`src/rtl/exit_status_monitor.sv`:
```
// exit_status_monitor
//   End-of-test monitor. Each of NUM_CH channels posts one exit code via a
//   valid/ready write port; the block folds them into a pass/fail/timeout
//   verdict, bounded by a cycle watchdog.
// Ports
//   clk, rst        clock, synchronous active-high reset
//   enable_i        run enable; low returns to IDLE and clears all status
//   timeout_i       watchdog limit in cycles (0 = disabled)
//   wr_valid_i      exit-code write request
//   wr_ch_i         reporting channel
//   wr_code_i       exit code
//   wr_ready_o      writes accepted (high only in RUN)
//   ch_done_o       per-channel reported flags
//   done_o          verdict valid
//   pass_o, fail_o  verdict
//   timeout_o       watchdog expired
//   dup_err_o       sticky repeat / out-of-range write
//   exit_code_o     first non-pass code, else PASS_CODE
//   fail_ch_o       channel that produced exit_code_o
//   cycles_o        cycles spent in RUN
module exit_status_monitor #(
    parameter int                 NUM_CH    = 3,
    parameter int                 CODE_W    = 8,
    parameter logic [CODE_W-1:0]  PASS_CODE = '0,
    parameter int                 CNT_W     = 32,
    localparam int                CH_W      = (NUM_CH > 1) ? $clog2(NUM_CH) : 1
) (
    input  logic              clk,
    input  logic              rst,
    input  logic              enable_i,
    input  logic [CNT_W-1:0]  timeout_i,
    input  logic              wr_valid_i,
    input  logic [CH_W-1:0]   wr_ch_i,
    input  logic [CODE_W-1:0] wr_code_i,
    output logic              wr_ready_o,
    output logic [NUM_CH-1:0] ch_done_o,
    output logic              done_o,
    output logic              pass_o,
    output logic              fail_o,
    output logic              timeout_o,
    output logic              dup_err_o,
    output logic [CODE_W-1:0] exit_code_o,
    output logic [CH_W-1:0]   fail_ch_o,
    output logic [CNT_W-1:0]  cycles_o
);

    typedef enum logic [1:0] {S_IDLE, S_RUN, S_DONE} state_t;

    state_t            state_q;
    logic [NUM_CH-1:0] ch_done_q, ch_done_d, hit;
    logic              dup_q, fail_lat_q, timeout_q;
    logic [CODE_W-1:0] exit_code_q;
    logic [CH_W-1:0]   fail_ch_q;
    logic [CNT_W-1:0]  cycles_q;
    logic              acc, new_wr, dup_wr, expire;

    assign acc = wr_valid_i && (state_q == S_RUN);

    // One-hot channel decode; an out-of-range channel hits nothing.
    for (genvar i = 0; i < NUM_CH; i++) begin : g_ch
        assign hit[i] = acc && (wr_ch_i == CH_W'(i));
    end

    // Anything accepted that does not set a fresh flag is an error write.
    assign new_wr    = |(hit & ~ch_done_q);
    assign dup_wr    = acc && !new_wr;
    assign ch_done_d = ch_done_q | hit;

    // Completion is checked including this cycle's write, so a completing
    // write in the expiry cycle suppresses the timeout.
    assign expire = (timeout_i != '0) && (cycles_q == timeout_i - CNT_W'(1)) && !(&ch_done_d);

    always_ff @(posedge clk) begin
        if (rst || !enable_i) begin
            state_q     <= S_IDLE;
            ch_done_q   <= '0;
            dup_q       <= 1'b0;
            fail_lat_q  <= 1'b0;
            timeout_q   <= 1'b0;
            exit_code_q <= PASS_CODE;
            fail_ch_q   <= '0;
            cycles_q    <= '0;
        end else begin
            case (state_q)
                S_IDLE: begin
                    state_q  <= S_RUN;
                    cycles_q <= '0;
                end
                S_RUN: begin
                    ch_done_q <= ch_done_d;
                    if (dup_wr) dup_q <= 1'b1;
                    if (new_wr && (wr_code_i != PASS_CODE) && !fail_lat_q) begin
                        fail_lat_q  <= 1'b1;
                        exit_code_q <= wr_code_i;
                        fail_ch_q   <= wr_ch_i;
                    end
                    if (cycles_q != '1) cycles_q <= cycles_q + CNT_W'(1);
                    // Registered set completes first, then the state moves.
                    if (&ch_done_q) begin
                        state_q <= S_DONE;
                    end else if (expire) begin
                        state_q   <= S_DONE;
                        timeout_q <= 1'b1;
                    end
                end
                S_DONE: ;
                default: state_q <= S_IDLE;
            endcase
        end
    end

    assign wr_ready_o  = (state_q == S_RUN);
    assign ch_done_o   = ch_done_q;
    assign done_o      = (state_q == S_DONE);
    assign pass_o      = done_o && !timeout_q && !dup_q && !fail_lat_q;
    assign fail_o      = done_o && !pass_o;
    assign timeout_o   = timeout_q;
    assign dup_err_o   = dup_q;
    assign exit_code_o = exit_code_q;
    assign fail_ch_o   = fail_ch_q;
    assign cycles_o    = cycles_q;

endmodule

```
`config.mk`:
```
export PLATFORM = sky130hd
export DESIGN_NAME = exit_status_monitor
export DESIGN_NICKNAME = d
export VERILOG_FILES = /design/src/rtl/exit_status_monitor.sv
export SDC_FILE = /design/constraint.sdc
export NUM_CORES = 1
export LEC_CHECK = 0
export CORE_MARGIN = 4
export CORE_UTILIZATION = 45
export CTS_CLUSTER_SIZE = 16
export DETAILED_ROUTE_END_ITERATION = 8
export PLACE_DENSITY = 0.82
export SETUP_SLACK_MARGIN = 0.2
export SKIP_CTS_REPAIR_TIMING = 1
export SYNTH_ARGS = -nofsm -noshare
export SYNTH_HDL_FRONTEND = slang
export SYNTH_SLANG_ARGS = --single-unit
```
`constraint.sdc`:
```
create_clock -name clk -period 5.03 [get_ports clk]
set_input_delay 1.006 -clock clk [delete_from_list [all_inputs] [get_ports clk]]
set_output_delay 1.006 -clock clk [all_outputs]
set_load 0.01 [all_outputs]
```
==> results.sh, run 1 <==
export IMPL_syn_area_um2=3540
export IMPL_first_global_vias=3599
export IMPL_path_cells="clkdlybuf4s50_1 > inv_1 > ha_1 > nor4b_2 > nand4_2 > or4_4 > a2111oi_4 > nand4_1 > or4_4 > o41ai_2"
export IMPL_utilization_pct=60.9
export IMPL_setup_tns_final_ns=0
export IMPL_synth_compound_area_share_pct=13.4
export IMPL_cp_top_family="simple AND/OR/NAND/NOR gates"
export IMPL_hpwl_um=8070
export IMPL_cts_sinks=50
export IMPL_async_flop_share_pct=0
export IMPL_power_switching_uw=216
export IMPL_syn2layout_area_growth_pct=32.0
export IMPL_cp_common_cell="or4_4"
export IMPL_synth_top_family_by_area="simple AND/OR/NAND/NOR gates"
export IMPL_p_comb_share_pct=16.3
export IMPL_wl_um=10300
export IMPL_n_antenna_cell=0
export IMPL_synth_avg_cell_area_um2=8.07
export IMPL_netlist_cell_type_count=57
export IMPL_grt_ovfl_total=0
export IMPL_drt_iter0_drc=195
export IMPL_final_nets=573
export IMPL_path_clk_slew_ns=0.10
export IMPL_cpPeakStageDelay_ns=0.60
export IMPL_crit_arrival_ns=4.53
export IMPL_wl_per_cell_um=16.4
export IMPL_worstSetupPathType="input pin to flip-flop"
export IMPL_post_place_cells=620
export IMPL_cts_root_buffer="clkbuf_8"
export IMPL_track_usage_pct=21.1
export IMPL_numCtsBuffers=5
export IMPL_path_buf_inv=2
export IMPL_fmax_ghz=0.233
export IMPL_coreArea_um2=7690
export IMPL_ir_drop_uv=96.9
export IMPL_synthCells=439
export IMPL_critPathCaptureType="flip-flop"
export IMPL_cp_data_required_time_ns=5.26
export IMPL_row_count=32
export IMPL_r2r_start="cycles_o[6]"
export IMPL_grt_pass1_wl_um=16900
export IMPL_fp_dieArea_um2=9360
export IMPL_ioPinCount=97
export IMPL_synthSimpleGateAreaFrac_pct=34.2
export IMPL_status="completed"
export IMPL_setup_ws_ns=0.735
export IMPL_fillers=686
export IMPL_synthAdderAreaFrac_pct=0.706
export IMPL_preCtsSetupSlack_ns=0.468
export IMPL_synthFlopType="dfxtp_1"
export IMPL_rsz0062_at_grt="no"
export IMPL_portBuffers=96
export IMPL_busiest_layer="met2"
export IMPL_p_int_uw=565
export IMPL_cap_viol_max_count=0
export IMPL_htreeDepth=2
export IMPL_met3_usage_pct=5.34
export IMPL_start_util_pct=46.1
export IMPL_vias_per_cell=5.98
export IMPL_ys_seq_elements=50
export IMPL_reg2reg_to="cycles_o[27]"
export IMPL_drc=0
export IMPL_holdPathStages=2
export IMPL_power_density_nw_per_um2=167
export IMPL_clock_skew_ns=0.0134
export IMPL_cts_tree="built"
export IMPL_synth_edf_count=0
export IMPL_grt_max_degree=32
export IMPL_seq_area_frac_synth_pct=28.2
export IMPL_reg2reg_setup_slack_ns=2.35
export IMPL_muxShareOfSynthArea_pct=4.24
export IMPL_cp_max_fo=9
export IMPL_place_gp_congestion=0.869
export IMPL_whs_ns=0.502
export IMPL_synthXorXnorAreaFrac_pct=16.2
export IMPL_worst_slew_pin_slew_ns=1.26
export IMPL_hold_viol=0
export IMPL_seqPwrFrac_pct=51.2
export IMPL_syn_nets=487
export IMPL_p_leak_uw=0.00148
export IMPL_p_clk_share_pct=32.4
export IMPL_swShare_pct=27.6
export IMPL_die_height_um=96.8
export IMPL_antenna_left=0
export IMPL_min_to="exit_code_o[0]"
export IMPL_ys_warn_count=0
export IMPL_layoutNonFillerInstCount=628
export IMPL_ff2ff_path_depth=7
export IMPL_cp_slowest_cell="or4_4"
export IMPL_clock_latency_ns=0.31
export IMPL_setup_viol=0
export IMPL_use_met1_pct=25.8
export IMPL_hp_start="exit_code_o[0]"
export IMPL_die_width_um=96.8
export IMPL_antenna_found_initial=0
export IMPL_min_delay_path_class="flip-flop to flip-flop"
export IMPL_period_share_pct=85.4
export IMPL_drive_gt1_share_pct=4.94
export IMPL_grtUsageMet2_pct=35.5
export IMPL_slew_viol_final=0
export IMPL_relSlewSlack_pct=16.0
export IMPL_min_period_ns=4.29
export IMPL_startpoint_type="input pin"
export IMPL_drtPass1Iterations=4
export IMPL_clockBufferDepth=2
export IMPL_vias=3755
sequential cells by signal, indices dropped and copies added, names as in the netlist:
signal       flops
state_q          2
exit_code_o      8
timeout_o        1
fail_ch_o        2
ch_done_o        3
dup_err_o        1
fail_lat_q       1
cycles_o        32
power by group through the flow:
stage | Sequential, uW | Combinational [uW] | Clock (uW)
floorplan | 409 | 60.1 | 0
global placement | 409 | 123 | 0
detailed placement | 409 | 126 | 0
CTS | 400 | 127 | 259
global route | 400 | 138 | 274
finish | 400 | 127 | 253
synth_stat cells (3+ instances only):
library cell,instances,area share (%)
a211oi_1,4,0.85
a21o_1,3,0.64
a21oi_1,14,2.0
a31oi_1,3,0.53
a32oi_1,3,0.74
and2_1,4,0.71
and3_1,8,1.4
and4_1,8,2.0
clkbuf_1,17,1.8
dfxtp_1,50,28
inv_1,10,1.1
mux2i_1,15,4.2
nand2_1,18,1.9
nand2b_1,5,0.88
nand3_1,20,2.8
nand3b_1,4,0.85
nand4_1,14,2.5
nor2_1,71,7.5
nor3_1,18,2.5
nor3b_1,3,0.64
nor4_1,12,2.1
o2111ai_1,3,0.74
o211ai_1,3,0.64
o21ai_0,5,0.71
o31a_1,4,0.99
o31ai_1,4,0.85
or3_1,9,1.6
or4_1,7,1.5
or4_4,3,0.95
xnor2_1,34,8.4
xor2_1,29,7.2
how the worst max path moves through the flow:
| stage | from | end | slack [ns] | cells past startpoint |
|---|---|---|---|---|
| 2_1_floorplan | timeout_i[0] | state_q[0] | 1.27 | 9 |
| 3_3_place_gp | timeout_i[0] | state_q[0] | 0.56 | 10 |
| 3_5_place_dp | timeout_i[0] | timeout_o | 0.47 | 10 |
| 4_1_cts | timeout_i[0] | timeout_o | 0.79 | 10 |
| 5_1_grt | timeout_i[0] | state_q[0] | 0.60 | 10 |
| 6_report | timeout_i[0] | timeout_o | 0.74 | 10 |
layer usage:
layer	part of all wire, %	vias to the layer above	wire length [um]
met5	0	-	0
met4	2.8	0	287
met3	7.3	34	748
met2	48	162	4980
met1	42	1774	4290
li1	-	1785	-
placed cells by master, fill, tap and decap left out, drive strengths merged, types with 12 or more instances in the layout:
cell type       n
nand2          18
nor3           18
mux2i          15
inv            12
dfxtp          50
a21oi          14
clkdlybuf4s50  96
nand4          15
xnor2          34
xor2           29
nor4           14
nand3          20
nor2           71
tightest hold or removal path, delay by kind of cell, from the launching register on:
kind / cells / cell delay (ns)
flip-flops: 1 / 0.34
AND/OR/NAND/NOR: 1 / 0.07
multiplexers: 1 / 0.06
kinds of logic after synthesis:
kind of cell | count (synthesis)
AOI/OAI and AO/OA | 60
xor gates and xnor gates | 64
adders and majority gates | 2
buffers and inverters | 28
DFF | 50
muxes | 15
and+or+nand+nor | 220
per-stage QoR:
| step | total power, uW | area, um^2 |
|---|---|---|
| floorplan | 469 | 3540 |
| global placement | 532 | 4580 |
| detailed placement | 535 | 4580 |
| CTS | 785 | 4680 |
| global route | 812 | 4680 |
| finish | 780 | 4680 |
layout make-up:
type                            count  area [um^2]  share of cell area (%)
Multi-Input combinational cell    361         2450                    52.3
Tap cell                          102          128                    2.73
Clock buffer                        5         68.8                    1.47
Timing Repair Buffer               97          968                    20.7
Clock inverter                      3         27.5                   0.588
Sequential cell                    50         1000                    21.4
Inverter                           10         37.5                   0.802
No activity file was read; power rests on OpenSTA's default activity.
==> run 2, diff against run 1 <==
Settings changed: GPL_ROUTABILITY_DRIVEN from default to 0, RECOVER_POWER from default to 25.
==> results.sh, run 2 (synthesized netlist as in run 1, its figures left out) <==
export IMPL_holdPathStages=2
export IMPL_drc=0
export IMPL_clock_skew_ns=0.0125
export IMPL_cts_sinks=50
export IMPL_crit_arrival_ns=4.52
export IMPL_period_share_pct=85.3
export IMPL_min_period_ns=4.29
export IMPL_drtPass1Iterations=5
export IMPL_n_antenna_cell=0
export IMPL_start_util_pct=46.1
export IMPL_path_cells="clkdlybuf4s50_1 > inv_1 > ha_1 > nor4b_2 > nand4_2 > or4_4 > a2111oi_4 > nand4_1 > or4_4 > o41ai_2"
export IMPL_cpPeakStageDelay_ns=0.60
export IMPL_vias_per_cell=5.97
export IMPL_setup_tns_final_ns=0
export IMPL_startpoint_type="input pin"
export IMPL_grt_max_degree=32
export IMPL_r2r_start="state_q[1]"
export IMPL_layout_common_cells="77 x clkdlybuf4s50_1, 71 x nor2_1, 50 x dfxtp_1, 34 x xnor2_1, 29 x xor2_1"
export IMPL_cp_slowest_cell="or4_4"
export IMPL_setup_ws_ns=0.741
export IMPL_reg2reg_setup_slack_ns=1.60
export IMPL_preCtsSetupSlack_ns=0.468
export IMPL_fp_dieArea_um2=9360
export IMPL_vias=3750
export IMPL_first_global_vias=3599
export IMPL_cp_data_required_time_ns=5.26
export IMPL_hp_start="exit_code_o[0]"
export IMPL_whs_ns=0.498
export IMPL_utilization_pct=60.8
export IMPL_path_buf_inv=2
export IMPL_clockBufferDepth=2
export IMPL_worst_slew_pin_slew_ns=3.37
export IMPL_fmax_ghz=0.233
export IMPL_cp_top_family="simple AND/OR/NAND/NOR gates"
export IMPL_syn2layout_area_growth_pct=31.9
export IMPL_ioPinCount=97
export IMPL_drt_iter0_drc=196
export IMPL_status="finished with violations"
export IMPL_rsz0062_at_grt="no"
export IMPL_track_usage_pct=21.1
export IMPL_largest_reg_flops=32
export IMPL_cts_root_buffer="clkbuf_8"
export IMPL_grt_ovfl_total=0
export IMPL_final_common_cell="clkdlybuf4s50_1"
export IMPL_critPathCaptureType="flip-flop"
export IMPL_setup_viol=0
export IMPL_final_nets=573
export IMPL_antenna_found_initial=0
export IMPL_cp_common_cell="or4_4"
export IMPL_numCtsBuffers=5
export IMPL_wl_per_cell_um=16.4
export IMPL_path_clk_slew_ns=0.10
export IMPL_slew_viol_final=32
export IMPL_grt_pass1_wl_um=16900
export IMPL_min_to="exit_code_o[0]"
export IMPL_hpwl_um=8070
export IMPL_violations="max-capacitance violations, max-slew violations"
export IMPL_row_count=32
export IMPL_min_delay_path_class="flip-flop to flip-flop"
export IMPL_p_leak_uw=0.00154
export IMPL_hold_viol=0
export IMPL_ir_drop_uv=96.7
export IMPL_coreArea_um2=7690
export IMPL_die_height_um=96.8
export IMPL_reg2reg_to="cycles_o[27]"
export IMPL_cp_max_fo=9
export IMPL_clock_latency_ns=0.31
export IMPL_htreeDepth=2
export IMPL_antenna_left=0
export IMPL_die_width_um=96.8
export IMPL_cap_viol_max_count=1
export IMPL_portBuffers=96
export IMPL_ff2ff_path_depth=2
export IMPL_wl_um=10300
export IMPL_worstSetupPathType="input pin to flip-flop"
export IMPL_power_density_nw_per_um2=167
export IMPL_relSlewSlack_pct=-127
export IMPL_cts_tree="built"
export IMPL_drive_gt1_share_pct=4.75
run 2: layout make-up:
type	instances	area, um^2
clock buffers	5	68.8
clock inverters	3	27.5
repair buffers	97	968
flip-flops and latches	50	1000
well taps	102	128
inverters	10	37.5
multi-input cells	361	2440
fillers	686	3010
run 2: per-stage QoR:
step	total power, uW	area [um^2]	cells
CTS	785	4680	628
detailed placement	535	4580	620
finish	780	4670	628
global route	811	4670	628
floorplan	469	3540	439
global placement	532	4580	620
run 2: worst max-delay path by stage:
| stage | from | end | cells after the start |
|---|---|---|---|
| after floorplan | timeout_i[0] | state_q[0] | 9 |
| after global placement | timeout_i[0] | state_q[0] | 10 |
| after detailed placement | timeout_i[0] | timeout_o | 10 |
| after CTS | timeout_i[0] | timeout_o | 10 |
| after global routing | timeout_i[0] | state_q[0] | 10 |
| final | timeout_i[0] | timeout_o | 10 |
run 2: power breakdown:
part           internal (uW)  switching (uW)
Combinational           63.2            63.4
Clock                    103             150
Sequential               398            2.26
run 2: worst register-to-register path: cells and delay by family, from the launching register on:
kind	cells	cell delay, ns
and+or+nand+nor	1	0.20
AOI/OAI and AO/OA	1	2.55
DFF	1	0.44
run 2: routing by layer:
| metal | share of wire (%) | track usage [%] | vias to the layer above |
|---|---|---|---|
| li1 | - | - | 1784 |
| met1 | 41 | 25.8 | 1777 |
| met4 | 3.0 | 8.10 | 0 |
| met2 | 48 | 35.5 | 157 |
| met5 | 0 | 0 | - |
| met3 | 7.7 | 5.34 | 32 |
==> run 3, diff against run 2 <==
Settings changed: CORE_UTILIZATION 45 to 53, PLACE_DENSITY 0.82 to 0.94.
==> results.sh, run 3 (synthesized netlist as in run 1, its figures left out) <==
export IMPL_status="finished with violations"
export IMPL_path_clk_slew_ns=0.09
export IMPL_htreeDepth=2
export IMPL_drive_gt1_share_pct=4.56
export IMPL_final_nets=573
export IMPL_clock_skew_ns=0.00583
export IMPL_wl_um=11000
export IMPL_layout_common_cells="77 x clkdlybuf4s50_1, 71 x nor2_1, 50 x dfxtp_1, 34 x xnor2_1, 29 x xor2_1"
export IMPL_row_count=29
export IMPL_cts_sinks=50
export IMPL_hold_viol=0
export IMPL_antenna_left=0
export IMPL_path_buf_inv=2
export IMPL_placed_area_um2=4550
export IMPL_p_comb_share_pct=16.9
export IMPL_p_int_uw=559
export IMPL_met3_usage_pct=7.01
export IMPL_grt_ovfl_total=0
export IMPL_critPathCaptureType="flip-flop"
export IMPL_ioPinCount=97
export IMPL_vias=3874
export IMPL_drt_iter0_drc=306
export IMPL_cp_slowest_cell="or4_4"
export IMPL_first_global_vias=3860
export IMPL_numCtsBuffers=5
export IMPL_antenna_found_initial=0
export IMPL_start_util_pct=55.2
export IMPL_hpwl_um=8430
export IMPL_final_cell_area_um2=4630
export IMPL_cap_viol_max_count=1
export IMPL_drc=0
export IMPL_cts_root_buffer="clkbuf_8"
export IMPL_use_met1_pct=31.1
export IMPL_clockBufferDepth=2
export IMPL_power_switching_uw=204
export IMPL_worst_slew_pin_slew_ns=3.22
export IMPL_p_clk_share_pct=30.8
export IMPL_fp_dieArea_um2=8060
export IMPL_power_density_nw_per_um2=165
export IMPL_cp_top_family="simple AND/OR/NAND/NOR gates"
export IMPL_die_width_um=89.8
export IMPL_setup_viol=0
export IMPL_violations="max-capacitance violations, max-slew violations"
export IMPL_ir_drop_uv=209
export IMPL_fmax_ghz=0.231
export IMPL_r2r_start="state_q[1]"
export IMPL_coreArea_um2=6420
export IMPL_cts_tree="built"
export IMPL_largest_reg_flops=32
export IMPL_min_delay_path_class="flip-flop to flip-flop"
export IMPL_worstSetupPathType="input pin to flip-flop"
export IMPL_cp_common_cell="or4_4"
export IMPL_cpPeakStageDelay_ns=0.61
export IMPL_period_share_pct=86.2
export IMPL_wl_per_cell_um=18.3
export IMPL_n_antenna_cell=0
export IMPL_cp_max_fo=9
export IMPL_crit_arrival_ns=4.55
export IMPL_seqPwrFrac_pct=52.4
export IMPL_drtPass1Iterations=5
export IMPL_clock_latency_ns=0.31
export IMPL_portBuffers=96
export IMPL_relSlewSlack_pct=-117
export IMPL_path_cells="clkdlybuf4s50_1 > inv_1 > ha_1 > nor4b_2 > nand4_2 > or4_4 > a2111oi_4 > nand4_1 > or4_4 > o41ai_2"
export IMPL_startpoint_type="input pin"
export IMPL_die_height_um=89.8
export IMPL_grtUsageMet2_pct=47.1
export IMPL_slew_viol_final=32
export IMPL_min_period_ns=4.34
export IMPL_final_common_cell="clkdlybuf4s50_1"
export IMPL_setup_tns_final_ns=0
export IMPL_syn2layout_area_growth_pct=30.7
export IMPL_grt_max_degree=32
export IMPL_busiest_layer="met2"
export IMPL_vias_per_cell=6.42
export IMPL_hp_start="exit_code_o[2]"
export IMPL_rsz0062_at_grt="no"
export IMPL_grt_pass1_wl_um=18300
export IMPL_p_leak_uw=0.00154
export IMPL_cp_data_required_time_ns=5.25
export IMPL_swShare_pct=26.7
export IMPL_cp_startpoint="timeout_i[0]"
export IMPL_track_usage_pct=26.8
-- run 3: final timing paths --
check	end	slack [ns]	cells past startpoint
worst min-delay path	exit_code_o[2]	0.50	2
worst min register to register	exit_code_o[2]	0.50	2
worst max register to register	cycles_o[24]	1.74	2
worst max-delay path	timeout_o	0.69	10
-- run 3: routing by layer --
layer  wire length (um)  up-vias
met5                  0        -
met4                336        0
met3               1020       41
met2               5380      234
met1               4280     1815
li1                   -     1784
-- run 3: power by group through the flow --
stage | clock [uW] | combinational (uW) | sequential (uW)
after floorplan | 0 | 60.1 | 409
after global placement | 0 | 122 | 409
after detailed placement | 0 | 127 | 409
after CTS | 237 | 128 | 400
after global routing | 255 | 138 | 400
final | 235 | 129 | 400
-- run 3: per-stage QoR --
step | hold WS [ns] | power, uW | util, % | std cells | setup slack, ns
2_1_floorplan | 0.459 | 469 | - | 439 | 1.27
3_3_place_gp | 0.471 | 531 | 70.9 | 595 | 0.581
4_1_cts | 0.508 | 765 | 72.2 | 603 | 0.751
5_1_grt | 0.534 | 793 | 72.1 | 603 | 0.488
3_5_place_dp | 0.485 | 536 | 70.9 | 595 | 0.442
6_report | 0.497 | 763 | 72.1 | 603 | 0.694
-- run 3: worst register-to-register path, cell delays in order, from the launching register on --
cell	delay [ns]
dfxtp_1	0.43
o21ai_0	2.45
nor2_1	0.18
-- run 3: layout make-up --
cell class / instances / area (um^2)
Clock buffer: 6 / 72.6
Clock inverter: 2 / 13.8
Fill cell: 478 / 1790
Inverter: 10 / 37.5
Multi-Input combinational cell: 361 / 2440
Sequential cell: 50 / 1000
Tap cell: 77 / 96.3
Timing Repair Buffer: 97 / 968
